`src/rtl/sd_spi_byte.sv`:
```
// rtl/sd_spi_byte.sv - byte-level SPI mode-0 master owning the SD card pins
// Define SDSPI_CRC7_EN to add the running command CRC7 output spiCRC7.
module sd_spi_byte #(
  parameter int SLOW_DIV   = 63,
  parameter int FAST_DIV   = 2,
  parameter int INIT_BYTES = 10
) (
  input  logic       clk,
  input  logic       reset,
  input  logic       clear,
  input  logic [0:2] spiOP,
  input  logic [0:7] spiTXD,
  output logic [0:7] spiRXD,
  output logic       spiBUSY,
  output logic       spiDONE,
  input  logic       sdMISO,
  output logic       sdMOSI,
  output logic       sdSCLK,
  output logic       sdCS
`ifdef SDSPI_CRC7_EN
  ,
  output logic [0:6] spiCRC7
`endif
);

  localparam int MAX_DIV = (SLOW_DIV > FAST_DIV) ? SLOW_DIV : FAST_DIV;
  localparam int DW = $clog2(MAX_DIV + 1);
  localparam int BW = $clog2(INIT_BYTES + 1);
  localparam logic [DW-1:0] SLOW_LOAD = DW'(SLOW_DIV - 1);
  localparam logic [DW-1:0] FAST_LOAD = DW'(FAST_DIV - 1);
  localparam logic [BW-1:0] INIT_LOAD = BW'(INIT_BYTES - 1);

  localparam logic [2:0] OP_NOP  = 3'b000;
  localparam logic [2:0] OP_CSL  = 3'b001;
  localparam logic [2:0] OP_CSH  = 3'b010;
  localparam logic [2:0] OP_FAST = 3'b011;
  localparam logic [2:0] OP_SLOW = 3'b100;
  localparam logic [2:0] OP_TXD  = 3'b101;
  localparam logic [2:0] OP_RXD  = 3'b110;
  localparam logic [2:0] OP_INIT = 3'b111;

  typedef enum logic [1:0] {IDLE, LOW, HIGH, DONE} state_t;

  state_t          state;
  logic            fast;
  logic            fast_op;
  logic            byte_op;
  logic [7:0]      shreg;
  logic [7:0]      rxd_q;
  logic [2:0]      bit_cnt;
  logic [BW-1:0]   byte_cnt;
  logic [DW-1:0]   div_cnt;
  logic [DW-1:0]   div_load;
  logic            busy_q;
  logic            done_q;
  logic            sclk_q;
  logic            mosi_q;
  logic            cs_q;

`ifdef SDSPI_CRC7_EN
  logic [6:0] crc_q;
  logic       tx_op;

  // x^7 + x^3 + 1, one message bit per call, MSB first
  function automatic logic [6:0] crc7_step(input logic [6:0] c, input logic b);
    logic fb;
    fb = c[6] ^ b;
    return {c[5:0], 1'b0} ^ (fb ? 7'h09 : 7'h00);
  endfunction

  assign spiCRC7 = crc_q;
`endif

  // Divider reload follows the speed latched at accept, not the live setting
  assign div_load = fast_op ? FAST_LOAD : SLOW_LOAD;

  always_ff @(posedge clk or posedge reset) begin
    if (reset) begin
      state    <= IDLE;
      fast     <= 1'b0;
      fast_op  <= 1'b0;
      byte_op  <= 1'b0;
      shreg    <= 8'hFF;
      rxd_q    <= 8'h00;
      bit_cnt  <= 3'd7;
      byte_cnt <= '0;
      div_cnt  <= '0;
      busy_q   <= 1'b0;
      done_q   <= 1'b0;
      sclk_q   <= 1'b0;
      mosi_q   <= 1'b1;
      cs_q     <= 1'b1;
`ifdef SDSPI_CRC7_EN
      crc_q    <= 7'h00;
      tx_op    <= 1'b0;
`endif
    end else if (clear) begin
      state  <= IDLE;
      fast   <= 1'b0;
      busy_q <= 1'b0;
      done_q <= 1'b0;
      sclk_q <= 1'b0;
      mosi_q <= 1'b1;
      cs_q   <= 1'b1;
`ifdef SDSPI_CRC7_EN
      crc_q  <= 7'h00;
`endif
    end else begin
      done_q <= 1'b0;
      case (state)
        IDLE: begin
          busy_q <= 1'b0;
          mosi_q <= 1'b1;
          // busy_q is still high for the cycle after DONE, blocking a back-to-back accept
          if (!busy_q && spiOP != OP_NOP) begin
            busy_q   <= 1'b1;
            fast_op  <= fast;
            div_cnt  <= fast ? FAST_LOAD : SLOW_LOAD;
            bit_cnt  <= 3'd7;
            byte_cnt <= '0;
            byte_op  <= 1'b0;
            state    <= DONE;
`ifdef SDSPI_CRC7_EN
            tx_op    <= (spiOP == OP_TXD);
`endif
            case (spiOP)
              OP_CSL: begin
                cs_q <= 1'b0;
`ifdef SDSPI_CRC7_EN
                crc_q <= 7'h00;
`endif
              end
              OP_CSH:  cs_q <= 1'b1;
              OP_FAST: fast <= 1'b1;
              OP_SLOW: fast <= 1'b0;
              OP_TXD: begin
                shreg   <= spiTXD;
                mosi_q  <= spiTXD[0];
                byte_op <= 1'b1;
                state   <= LOW;
              end
              OP_RXD: begin
                shreg   <= 8'hFF;
                byte_op <= 1'b1;
                state   <= LOW;
              end
              OP_INIT: begin
                shreg    <= 8'hFF;
                cs_q     <= 1'b1;
                byte_cnt <= INIT_LOAD;
                byte_op  <= 1'b1;
                state    <= LOW;
              end
              default: ;
            endcase
          end
        end
        LOW: begin
          if (div_cnt == '0) begin
            div_cnt <= div_load;
            sclk_q  <= 1'b1;
            shreg   <= {shreg[6:0], sdMISO};
`ifdef SDSPI_CRC7_EN
            if (tx_op) crc_q <= crc7_step(crc_q, shreg[7]);
`endif
            state   <= HIGH;
          end else begin
            div_cnt <= div_cnt - DW'(1);
          end
        end
        HIGH: begin
          if (div_cnt == '0) begin
            div_cnt <= div_load;
            sclk_q  <= 1'b0;
            if (bit_cnt != 3'd0) begin
              bit_cnt <= bit_cnt - 3'd1;
              mosi_q  <= shreg[7];
              state   <= LOW;
            end else if (byte_cnt != '0) begin
              // INIT burst: next 0xFF byte starts with no idle gap
              byte_cnt <= byte_cnt - BW'(1);
              bit_cnt  <= 3'd7;
              shreg    <= 8'hFF;
              mosi_q   <= 1'b1;
              state    <= LOW;
            end else begin
              state <= DONE;
            end
          end else begin
            div_cnt <= div_cnt - DW'(1);
          end
        end
        DONE: begin
          done_q <= 1'b1;
          mosi_q <= 1'b1;
          if (byte_op) rxd_q <= shreg;
          state  <= IDLE;
        end
        default: state <= IDLE;
      endcase
    end
  end

  assign spiRXD  = rxd_q;
  assign spiBUSY = busy_q;
  assign spiDONE = done_q;
  assign sdSCLK  = sclk_q;
  assign sdMOSI  = mosi_q;
  assign sdCS    = cs_q;

endmodule
```
`config.mk`:
```
export PLATFORM = sky130hd
export DESIGN_NAME = sd_spi_byte
export DESIGN_NICKNAME = d
export VERILOG_FILES = /design/src/rtl/sd_spi_byte.sv
export SDC_FILE = /design/constraint.sdc
export NUM_CORES = 1
export LEC_CHECK = 0
export BUFFER_PORTS_ARGS = -buffer_cell sky130_fd_sc_hd__buf_2
export CORE_MARGIN = 2
export CORE_UTILIZATION = 52
export CTS_CLUSTER_DIAMETER = 30
export DETAILED_ROUTE_END_ITERATION = 16
export GPL_ROUTABILITY_DRIVEN = 0
export GPL_TIMING_DRIVEN = 0
export HOLD_SLACK_MARGIN = 0.12
export PLACE_DENSITY_LB_ADDON = 0.2
export SLEW_MARGIN = 20
export SYNTH_ARGS = -nofsm -noshare
export SYNTH_HDL_FRONTEND = slang
export SYNTH_SLANG_ARGS = --single-unit
```
`constraint.sdc`:
```
create_clock -name clk -period 1.85 [get_ports clk]
set_input_delay 0.37 -clock clk [delete_from_list [all_inputs] [get_ports clk]]
set_output_delay 0.37 -clock clk [all_outputs]
set_load 0.03 [all_outputs]
```
Yosys cells after proc, flatten, opt, wreduce, memory -nomap -nowiden --
Cells that the tools add are included.
Cells by class: add/subtract/negate cells 3, eq/ne operators 21, multiplexer cells 56, bitwise gates (word level) 1, reductions and logical operators 31
Operators with widths (number):
- 8-bit two-way mux | 5
- 6-bit two-way mux | 4
- 8-bit one-hot mux with 3 select lines | 1
- 3-bit AND reduction | 8
- 1-bit two-way mux | 21
- 4-bit two-way mux | 5
- 3-bit nonzero test | 6
- 8-bit one-hot mux with 2 select lines | 1
- 2-bit two-way mux | 7
- 3-bit == test (second input constant) | 4
- 3-bit two-way mux | 4
- 3-bit inequality test (second input constant) | 4
- 6-bit one-hot mux with 2 select lines | 1
- 2-bit inequality test (second input constant) | 5
- 2-bit one-hot mux with 4 select lines | 1
- 4-bit one-hot mux with 2 select lines | 1
- 8-bit AND reduction | 1
- 2-bit nonzero test | 4
- 4-bit nonzero test | 2
- 3-bit by 2-bit == test with 1-bit output (second input constant) | 2
- 6-bit zero test | 1
- 1-bit one-hot mux with 2 select lines | 3
- 3-bit one-hot mux with 2 select lines | 1
- 6-bit AND reduction | 1
- other kinds (16) | 19
Word-level totals: register bits 39

Depth between registers and ports, before layout --
depth after elaboration 6, gate-level depth with buffers 8

Least setup slack after synthesis --
OpenSTA, ideal clock, no wires.
path type register to register, start register div_cnt[0], end register byte_cnt[0], setup time 134 ps, data arrival time 1841 ps, data required time 1716 ps, setup slack -125 ps, stages on the path, launching flop included 8, clock period less this slack 1975 ps, cell sequence dfrtp_1 inv_1 ha_1 or4b_1 buf_6 o31a_1 o41ai_2 o31ai_1
On the way: longest elaborated chain between the ends 3
RTL lines:
- start: declaration | RTL line 52 | logic [DW-1:0] div_cnt;
- start signal: assignment | RTL line 118 | div_cnt <= fast ? FAST_LOAD : SLOW_LOAD;
- start signal: assignment | RTL line 160 | div_cnt <= div_load;
- start signal: assignment | RTL line 168 | div_cnt <= div_cnt - DW'(1);
- 6-bit zero test | RTL line 172 | if (div_cnt == '0) begin
- 2-bit inequality test (no line)
- 6-bit AND reduction (no line)
- end signal: assignment | RTL line 181 | byte_cnt <= byte_cnt - BW'(1);
- end: declaration | RTL line 51 | logic [BW-1:0] byte_cnt;
No other way between the ends. A chain may end at the register's enable or synchronous reset.

Worst setup path in the final report --
start register div_cnt[1], end register div_cnt[3]
On the way: longest elaborated chain between the ends 3, elaborated cells on any way between the ends 4, classes of those cells add/sub: 1; mux: 2; reduce/logical: 1
RTL lines:
- 6-bit by 1-bit subtractor with 6-bit output / 6-bit zero test (equally long branches)
- 6-bit two-way mux (*) | RTL line 159, 172
- 6-bit one-hot mux with 2 select lines (*) | RTL line 110 | case (state)
Every way passes the cells marked *; elsewhere a longest branch is shown, timed or not.

==> summary.txt <==
Status
  – Status: finished with violations
  – Failing checks: setup timing

STA
  – Tcrit/Tclk final: 110%
  – Hold slack: a little under 300 ps
  – Worst-Margin Slew: ~570 ps
  – Slew margin rel.: a little over 60%
  – Fin. max-slew vios: 0
  – Setup ws final: -184 ps
  – Final hold viol count: 0
  – Achievable frequency: roughly 0.49 GHz
  – Post-Route Skew: about 5.6 ps
  – RSZ-0062 raised after global routing: yes
  – Tmin final: 2030 ps
  – Final setup violation count: 22
  – TNS Setup: -2010 ps

Synth
  – Dominant synthesized flop cell: dfrtp_1
  – Share of async-settable or async-resettable flops after synthesis: 100%
  – Synth Area per Inst: 9.89 um2
  – Post-synthesis register bit count: 39
  – Cell area after synthesis: between 0.002 and 0.0025 mm2
  – Sequential area share after synthesis: around 42%
  – Unique masters post-synth: 51
  – Yosys warnings: 0
  – Synth top area cells: dfrtp_1 (28%), dfstp_2 (15%), mux2_2 (8.2%)
  – Cells after synthesis: 237
  – Post-synth EDFFs: 0
  – Synthesized Nets: around 260
  – Post-synth top area share: ~28%
  – Yosys top cell by area: dfrtp_1

Die
  – Floorplan row count: 24
  – Die Ht: approximately 70 um
  – DIE AREA: roughly 0.005 mm2
  – Core area: 0.00435 mm2
  – Width of the die: about 71 um
  – Initial Util: approximately 54%
  – I/O pin total: 28

Routing
  – Avg Vias per Cell: approximately 6.0
  – DRT iter0 DRCs: 140
  – # DRC: 0
  – DR vias: approximately 2,100
  – WL per Instance: around 17 um
  – DRT Wirelength: 5.82 mm
  – 1st-pass router iterations: 4
  – Post-route ant nets: 0

GRT
  – First-pass GRT wire length: around 9 mm
  – Largest net degree at the start of global routing: 31
  – Total Routing Usage GR: 23.5%
  – Vias in the first global route: about 1,900
  – Initial antenna violation count: 0
  – GRT overflow: 0

Clock network
  – CTS H-Tree Depth: 2
  – CTS tree: yes
  – Max clock buf depth: 2
  – CTS root buffer: clkbuf_8
  – Worst-Skew Late Latency: a little under 300 ps
  – Sink Count: 39
  – Clock slew at reported path FFs: 70 ps
  – CTS Buf Count: 5

Finish
  – Multi-input gate area: around 0.0013 mm2
  – Layout cells sized above 1: between 40% and 50%
  – Final core occ: about 70%
  – Register Area: approximately 990 um2
  – Final nets: ~320
  – Layout area overhead: 27.7%
  – Antenna cells: 0
  – Finished Layout Cells: 346
  – Fill cells: about 330

Critical path
  – Startpoint Class: register
  – Worst Setup End Kind: register
  – R2R setup slack: -180 ps
  – Worst EP arrival: approximately 2300 ps
  – Worst Path Max Fanout: 8
  – Worst EP required: about 2100 ps
  – Critical path type: register to register

Placed design
  – Dpl cells: ~320
  – DP HPWL: around 3.7 mm
  – IO buf count: 26
  – Pre-CTS WS: -326 ps

Pwr
  – Leakage: roughly 1.3 nW
  – PwrDens: about 1600 mW/mm2
  – Worst vdd ir: between 0.9 and 1 mV

Hold path
  – Worst Hold Class: input pin to register

Job
  – Maxcap violations: 0
[report_power, final]
| group | internal, mW | switching [mW] |
|---|---|---|
| Clock | 0.539 | 0.309 |
| Sequential | 1.25 | 0.251 |
| Combinational | 1.17 | 1.38 |
| Total | 2.96 | 1.94 |
[timing repair]
action	CTS	global route
hold buffers	1	0
setup endpoints to repair	25	28
hold endpoints to repair	7	0
pin swaps	13	9
buffers inserted	18	5
gates resized for setup	29	9
[synth_stat cells, types with 2 or more instances]
library cell / n
nand2b_1: 2
a32o_1: 2
dfrtp_1: 26
nor2b_1: 4
a21o_1: 2
mux2_2: 17
o21ai_0: 9
a211oi_1: 3
ha_1: 10
buf_2: 3
dfstp_2: 13
a21oi_1: 23
o31ai_1: 6
nor2_1: 14
buf_6: 3
nand2_1: 18
nor3b_1: 2
a31oi_1: 7
nand4_1: 2
nand3b_1: 3
inv_1: 18
o22a_1: 2
nor3_1: 7
a41oi_1: 3
o311ai_0: 4
nand3_1: 5
clkbuf_1: 4
or4b_1: 2
[per-stage QoR]
stage               total power, mW  area, um2
floorplan                      3.02       2350
global placement               3.43       2550
detailed placement             3.49       2570
CTS                            4.76       2940
global route                   5.20       2990
finish                         4.90       2990
[state kept, by name, indices dropped and copies added, names as in the netlist, 2 cells and up]
register,cells
bit_cnt,3
byte_cnt,4
div_cnt,6
shreg,8
spiRXD,8
state,2
[final cells by class]
class	count	area share, %
tap	52	2.17
clock buffer	6	2.43
inverter	18	2.26
timing repair buffer	51	11.3
clock inverter	2	2.01
sequential	39	33.2
multi-input combinational	168	44.4
buffer	10	2.34
[cell families (layout without fill, tap and decap cells)]
family          count (synthesis)  after routing  share of synthesized area, %
fa+ha+maj                      10             10                          5.34
buf+inv                        30             87                          6.35
simple gates                   68             68                          15.6
flops                          39             39                          42.3
mux                            17             17                          8.17
compound gates                 73             73                          22.2
[critical path, cell delays in order (launching register included)]
cell and delay (ps):
dfrtp_1 390, inv_2 90, ha_4 130, or4b_4 530, buf_4 180, nor2_4 150
buf_4 150, o311ai_1 140, a21oi_1 190
[placed cells by master, fill, tap and decap left out, types with 2 or more instances in the layout]
| cell | netlist | layout |
|---|---|---|
| buf_2 | 3 | 29 |
| nor3_1 | 7 | 7 |
| buf_6 | 3 | 2 |
| a32o_1 | 2 | 2 |
| bufinv_16 | 0 | 2 |
| nand4_1 | 2 | 2 |
| nor2_1 | 14 | 12 |
| ha_1 | 10 | 7 |
| nand2b_1 | 2 | 2 |
| o31ai_2 | 0 | 2 |
| o21ai_0 | 9 | 9 |
| clkbuf_8 | 0 | 6 |
| nand2_1 | 18 | 17 |
| nand3_2 | 1 | 2 |
| nand3b_1 | 3 | 3 |
| a41oi_1 | 3 | 2 |
| or4b_4 | 0 | 2 |
| mux2_2 | 17 | 16 |
| buf_4 | 1 | 23 |
| nor2b_1 | 4 | 3 |
| ha_4 | 0 | 3 |
| dfrtp_1 | 26 | 26 |
| a21o_1 | 2 | 2 |
| a211oi_1 | 3 | 3 |
| o311ai_1 | 0 | 3 |
| inv_1 | 18 | 13 |
| a31oi_1 | 7 | 7 |
| o22a_1 | 2 | 2 |
| dfstp_2 | 13 | 13 |
| inv_2 | 0 | 5 |
| clkbuf_1 | 4 | 3 |
| o31ai_1 | 6 | 4 |
| nand3_1 | 5 | 4 |
| a21oi_1 | 23 | 22 |
[metal layers]
metal | share of wire [%] | track usage, % | up-vias
met5 | 0 | 0 | -
met2 | 48 | 35.6 | 60
met3 | 5.0 | 4.56 | 10
met4 | 1.8 | 10.5 | 0
met1 | 46 | 32.9 | 1008
li1 | - | - | 991
[final timing paths]
kind | start | end | cells after the start
max in group asynchronous | reset | shreg[5] | 4
hold reg to reg | spiRXD[6] | spiRXD[6] | 1
min in group asynchronous | reset | byte_cnt[2] | 3
setup / recovery | div_cnt[1] | div_cnt[3] | 8
hold / removal | clear | spiDONE | 2
setup reg to reg | div_cnt[1] | div_cnt[3] | 8
(Power assumes the default switching activity.)
